`src/rtl/or_nway_pipe.sv`:
```
// Pipelined N-way OR/AND reduction tree, one register stage per tree level, valid/ready handshake.
// Optional sticky result accumulator enabled by defining OR_NWAY_STICKY_EN.
module or_nway_pipe #(
    parameter int WIDTH = 16
) (
    input  logic             clk,
    input  logic             reset,
    input  logic [WIDTH-1:0] x,
    input  logic             mode,
    input  logic             in_valid,
    output logic             in_ready,
    output logic             out,
    output logic             out_valid,
    input  logic             out_ready,
    input  logic             clear,
    output logic             sticky
);

    localparam int LEVELS = $clog2(WIDTH);
    localparam int PAD    = 1 << LEVELS;

    // Result bit j comes from source bits 2j and 2j+1. Bits at or above PAD/2
    // are forced to 0, so the final stage only ever has bit 0 set.
    function automatic logic [PAD-1:0] reduce_pairs(input logic [PAD-1:0] src, input logic md);
        logic [PAD-1:0] r;
        r = '0;
        for (int j = 0; j < PAD / 2; j++) begin
            r[j] = md ? (src[2*j] & src[2*j+1]) : (src[2*j] | src[2*j+1]);
        end
        return r;
    endfunction

    logic [PAD-1:0]    data_q [LEVELS];
    logic [PAD-1:0]    data_d [LEVELS];
    logic [LEVELS-1:0] valid_q, valid_d;
    logic [LEVELS-1:0] mode_q, mode_d;
    logic [PAD-1:0]    leaves;
    logic              advance;
    logic              unused_last_mode;

    always_comb begin
        advance = !valid_q[LEVELS-1] || out_ready;
        // Unused leaves take the identity value of the selected reduction.
        leaves              = {PAD{mode}};
        leaves[WIDTH-1:0]   = x;
        // Bubbles carry zero data so out stays 0 whenever out_valid is low.
        if (!in_valid) begin
            leaves = '0;
        end
        data_d  = data_q;
        valid_d = valid_q;
        mode_d  = mode_q;
        if (advance) begin
            data_d[0]  = reduce_pairs(leaves, mode);
            valid_d[0] = in_valid;
            mode_d[0]  = mode;
            for (int k = 1; k < LEVELS; k++) begin
                data_d[k]  = reduce_pairs(data_q[k-1], mode_q[k-1]);
                valid_d[k] = valid_q[k-1];
                mode_d[k]  = mode_q[k-1];
            end
        end
    end

    always_ff @(posedge clk) begin
        if (reset) begin
            valid_q <= '0;
            mode_q  <= '0;
            for (int k = 0; k < LEVELS; k++) begin
                data_q[k] <= '0;
            end
        end else begin
            valid_q <= valid_d;
            mode_q  <= mode_d;
            data_q  <= data_d;
        end
    end

    assign in_ready         = advance;
    assign out_valid        = valid_q[LEVELS-1];
    assign out              = |data_q[LEVELS-1];
    assign unused_last_mode = mode_q[LEVELS-1];

`ifdef OR_NWAY_STICKY_EN
    logic sticky_q, sticky_d;
    logic consume;

    always_comb begin
        consume  = out_valid && out_ready;
        sticky_d = sticky_q;
        if (clear) begin
            sticky_d = consume ? out : 1'b0;
        end else if (consume) begin
            sticky_d = sticky_q | out;
        end
    end

    always_ff @(posedge clk) begin
        if (reset) begin
            sticky_q <= 1'b0;
        end else begin
            sticky_q <= sticky_d;
        end
    end

    assign sticky = sticky_q;
`else
    logic unused_clear;
    assign unused_clear = clear;
    assign sticky       = 1'b0;
`endif

endmodule

```
`config.mk`:
```
export PLATFORM = sky130hd
export DESIGN_NAME = or_nway_pipe
export DESIGN_NICKNAME = d
export VERILOG_FILES = /design/src/rtl/or_nway_pipe.sv
export SDC_FILE = /design/constraint.sdc
export NUM_CORES = 1
export LEC_CHECK = 0
export ABC_AREA = 0
export CAP_MARGIN = 10
export CORE_MARGIN = 5
export CORE_UTILIZATION = 50
export CTS_CLUSTER_SIZE = 12
export DETAILED_ROUTE_END_ITERATION = 10
export PLACE_DENSITY = 0.82
export SYNTH_ARGS = -nofsm -noshare
export SYNTH_HDL_FRONTEND = slang
export SYNTH_SLANG_ARGS = --single-unit
```
`constraint.sdc`:
```
create_clock -name clk -period 1.7 [get_ports clk]
set_input_delay 0.255 -clock clk [delete_from_list [all_inputs] [get_ports clk]]
set_output_delay 0.255 -clock clk [all_outputs]
set_load 0.05 [all_outputs]
```
After elaboration in Yosys (flattened, before gate mapping). Cells that the tools add are included.

Bits in registers: 22. Word-level logic and storage cells: 54. Bits of input ports: 22.

Bitwise gates (word level): 30. Reductions and logical operators: 2. Muxes and demuxes: 16.

Operator list (number): 16-bit two-way mux (1); 1-bit bitwise AND (15); 1-bit two-way mux (15); 1-bit OR (15); 1-bit logical NOT (1); 1-bit logical OR (1).

Depth between registers and ports, before layout.
Word-level depth: 3. Gate-level depth with buffers: 6. Gate-level depth less buffers: 4.

Least setup slack after synthesis. No wires, ideal clock.

Path type: register to register. Start point: reg valid_q[3]. End point: reg data_q[32] in the netlist's numbering. Slack: 0.237 ns. Required time: 1.576 ns. Stages on the path, launching flop included: 7. Library setup time: 0.124 ns. Arrival: 1.339 ns. Cells stage by stage: dfxtp_1 nor2b_4 buf_6 inv_4 buf_6 nor2_1 a211oi_2.

Cells in the longest elaborated chain, start to end: 2.

Ends and longest elaborated chain: start: declaration (RTL line 35) `logic [LEVELS-1:0] valid_q, valid_d;`; start signal: assignment (RTL line 73) `valid_q <= valid_d;`; 1-bit logical NOT (RTL line 42) `advance = !valid_q[LEVELS-1] || out_ready;`; 1-bit logical OR (RTL line 42); named net in_ready (RTL line 11) `output logic in_ready,`; end signal: assignment (RTL line 75) `data_q <= data_d;`; end: declaration (RTL line 33) `logic [PAD-1:0] data_q [LEVELS];`.

The timed path passes the listed nets, and every way through them passes these cells. A chain may end at the register's enable or synchronous reset.

Worst setup path after layout.
Start point: in out_ready. End point: out in_ready.

Cells in the longest elaborated chain, start to end: 1.

Ends and longest elaborated chain: start: declaration (RTL line 14) `input logic out_ready,`; 1-bit logical OR (RTL line 42); end: declaration (RTL line 11).

Every way passes these cells.

==> results.py <==
metrics = {
    "global_route": {
        "grt_overflow": 0,
        "grt_start_max_net_pins": 15,
        "grt_pass1_vias": 739,
        "grt_pass1_wl_mm": 3.229,
        "antenna_found_initial": 0,
        "track_usage": 0.1577,
    },
    "logic_synthesis": {
        "yosysTopAreaCell": "dfxtp_1",
        "yosys_warnings": 0,
        "avgSynthCellArea_sq_um": 9.647,
        "ys_ff_latch": 22,
        "seq_area_frac_synth": 0.4565,
        "synth_cells": 100,
        "synth_top_area_share": 0.4565,
        "netlist-cell-type-count": 20,
        "synth.net_count": 122,
        "synthTopCellsByArea": "dfxtp_1, maj3_2, a22o_1",
        "synthesis.area_sq_um": 964.7,
    },
    "timing": {
        "finalCritPeriodShare": 0.8213,
        "fin_skew_ps": 1.005,
        "finalHoldViolCount": 0,
        "clock.fmax_mhz": 716.3,
        "fin_crit_ps": 1396,
        "report.final.slew_viol_count": 0,
        "tns_ps": 0,
        "rsz0062_at_grt": "no",
        "finalSetupViolCount": 0,
    },
    "power_and_ir_drop": {
        "ir_worst_vdd_uv": 526.1,
        "p_per_area_nw_per_um2": 800.1,
        "leakagePower_nw": 0.4706,
    },
    "clock_tree": {
        "numClockSinks": 22,
        "htree_num_levels": 1,
        "cts_setup_buffers": 0,
        "cts.reportedPaths.clkPinSlew_ps": 110,
        "hold_buffers": 0,
        "cts_tree": "yes",
        "post_cts_resized": 0,
        "cts-buffers-inserted": 3,
        "clock_latency_ps": 300,
        "cts_buffer_depth": 2,
        "root_buffer": "clkbuf_4",
    },
    "setup_path": {
        "path_class": "primary input to primary output",
        "required_ps": 1440,
        "timing.critical_path.cells": "clkdlybuf4s50_1 > nor2b_4 > inv_4 > buf_4",
        "end_kind": "primary output",
        "start_kind": "primary input",
        "path_delay_family": "buffers and inverters",
        "critPathSlowestCell": "clkdlybuf4s50_1",
        "slowest_delay_ps": 450,
        "critPathArrivalTime_ps": 1140,
        "path_buf_inv": 3,
        "worstPathMaxFanout": 3,
    },
    "routing": {
        "drtIter0Drc": 7,
        "postRouteAntennaNets": 0,
        "vias": 786,
        "dr.pass1.iters": 4,
        "routed_wl_mm": 1.926,
        "drc_errors": 0,
        "wl_per_cell_microns": 12.93,
        "vias_per_cell": 5.275,
    },
    "cells_and_area": {
        "drive_above_1_share": 0.2097,
        "diodes": 0,
        "syn2layout_area_growth_pct": 27.50,
        "stdcell_count": 149,
        "nets": 147,
        "final_core_util": 0.6898,
    },
    "floorplanning": {
        "io_pins": 26,
        "rows": 15,
        "start_util": 0.5411,
        "die_h_microns": 53.93,
        "fp.dieArea_sq_um": 2908,
        "core_area_sq_um": 1783,
        "die_x_microns": 53.93,
    },
    "placed_design": {
        "io_buffers": 23,
        "routabilityCongestion": 0.8161,
        "dpl.cell_count": 145,
        "hpwl_mm": 1.530,
    },
    "job": {
        "cap_violations": 0,
    },
    "run_status": {
        "status": "completed",
    },
    "min_path": {
        "hold_class": "flip-flop to flip-flop",
    },
}
-- Yosys cell counts --
master,n
a211oi_1,4
a211oi_2,3
a21oi_1,13
a22o_1,8
buf_2,2
buf_4,2
buf_6,2
conb_1,1
dfxtp_1,22
inv_1,2
inv_2,1
inv_4,1
maj3_2,8
nand2_1,12
nor2_1,9
nor2_2,1
nor2b_4,1
nor3b_4,1
o21ai_0,3
o21bai_1,4
-- placed cells by master (no fill, tap or decap), drive strengths merged, types with 4 or more instances in the layout --
cell type and n:
buf 6, nand2 12, a211oi 7, a21oi 13, a22o 8, maj3 8, clkbuf 4, inv 4
dfxtp 22, nor2 10, o21bai 4, clkdlybuf4s50 20
-- through the flow --
step	power, mW	instance area [sq um]	setup slack (ps)	hold slack (ps)
floorplan	0.6523	964.7	236.7	395.5
global placement	0.7123	1194	195.8	438.7
detailed placement	0.7188	1194	155.9	448.1
CTS	0.9917	1230	295.7	465.8
global route	1.029	1230	270.1	477.4
finish	0.9841	1230	303.9	462.2
-- report_power, final --
group | total (mW) | switching [mW] | internal [mW] | leakage (nW)
combinational | 0.146 | 0.0616 | 0.0848 | 0.269
clock | 0.278 | 0.147 | 0.131 | 0.0210
sequential | 0.560 | 0.0181 | 0.542 | 0.180
total | 0.984 | 0.227 | 0.757 | 0.471
-- worst paths after layout --
path                    from    endpoint  slack, ps  depth (start not counted)
hold / removal     mode_q[2]   mode_q[2]        460                          2
hold reg to reg    mode_q[2]   mode_q[2]        460                          2
setup / recovery   out_ready    in_ready        300                          4
setup reg to reg  valid_q[3]  data_q[48]        530                          4
-- cell families after synthesis --
| group | Yosys count | share of synthesized area |
|---|---|---|
| simple gates | 24 | 0.1219 |
| flops | 22 | 0.4565 |
| compound gates | 35 | 0.2568 |
| other cells | 1 | 0.003887 |
| buf+inv | 10 | 0.06744 |
| fa+ha+maj | 8 | 0.09339 |
-- tightest hold or removal path, delay by kind of cell (launching register included) --
kind             cells  cell delay, ps
AO/OA/AOI/OAI        1              50
AND/OR/NAND/NOR      1              50
flip-flops           1             330
-- flip-flops by register name, summed over array words and instances, names as in the netlist --
signal	count
data_q	15
valid_q	4
mode_q	3
-- final cells by class --
class | count | area, sq um
Timing Repair Buffer | 26 | 245.2
Tap cell | 25 | 31.28
Fill cell | 139 | 553.0
Inverter | 4 | 17.52
Clock buffer | 4 | 36.28
Multi-Input combinational cell | 68 | 459.2
Sequential cell | 22 | 440.4
-- per-layer routing --
layer | track usage | share of wire | up-vias
met2 | 0.2661 | 0.51 | 20
met4 | 0.03404 | 0.012 | 0
met1 | 0.1812 | 0.42 | 363
met3 | 0.07202 | 0.056 | 4
li1 | - | - | 399
met5 | 0 | 0 | -
(Power assumes the default switching activity.)
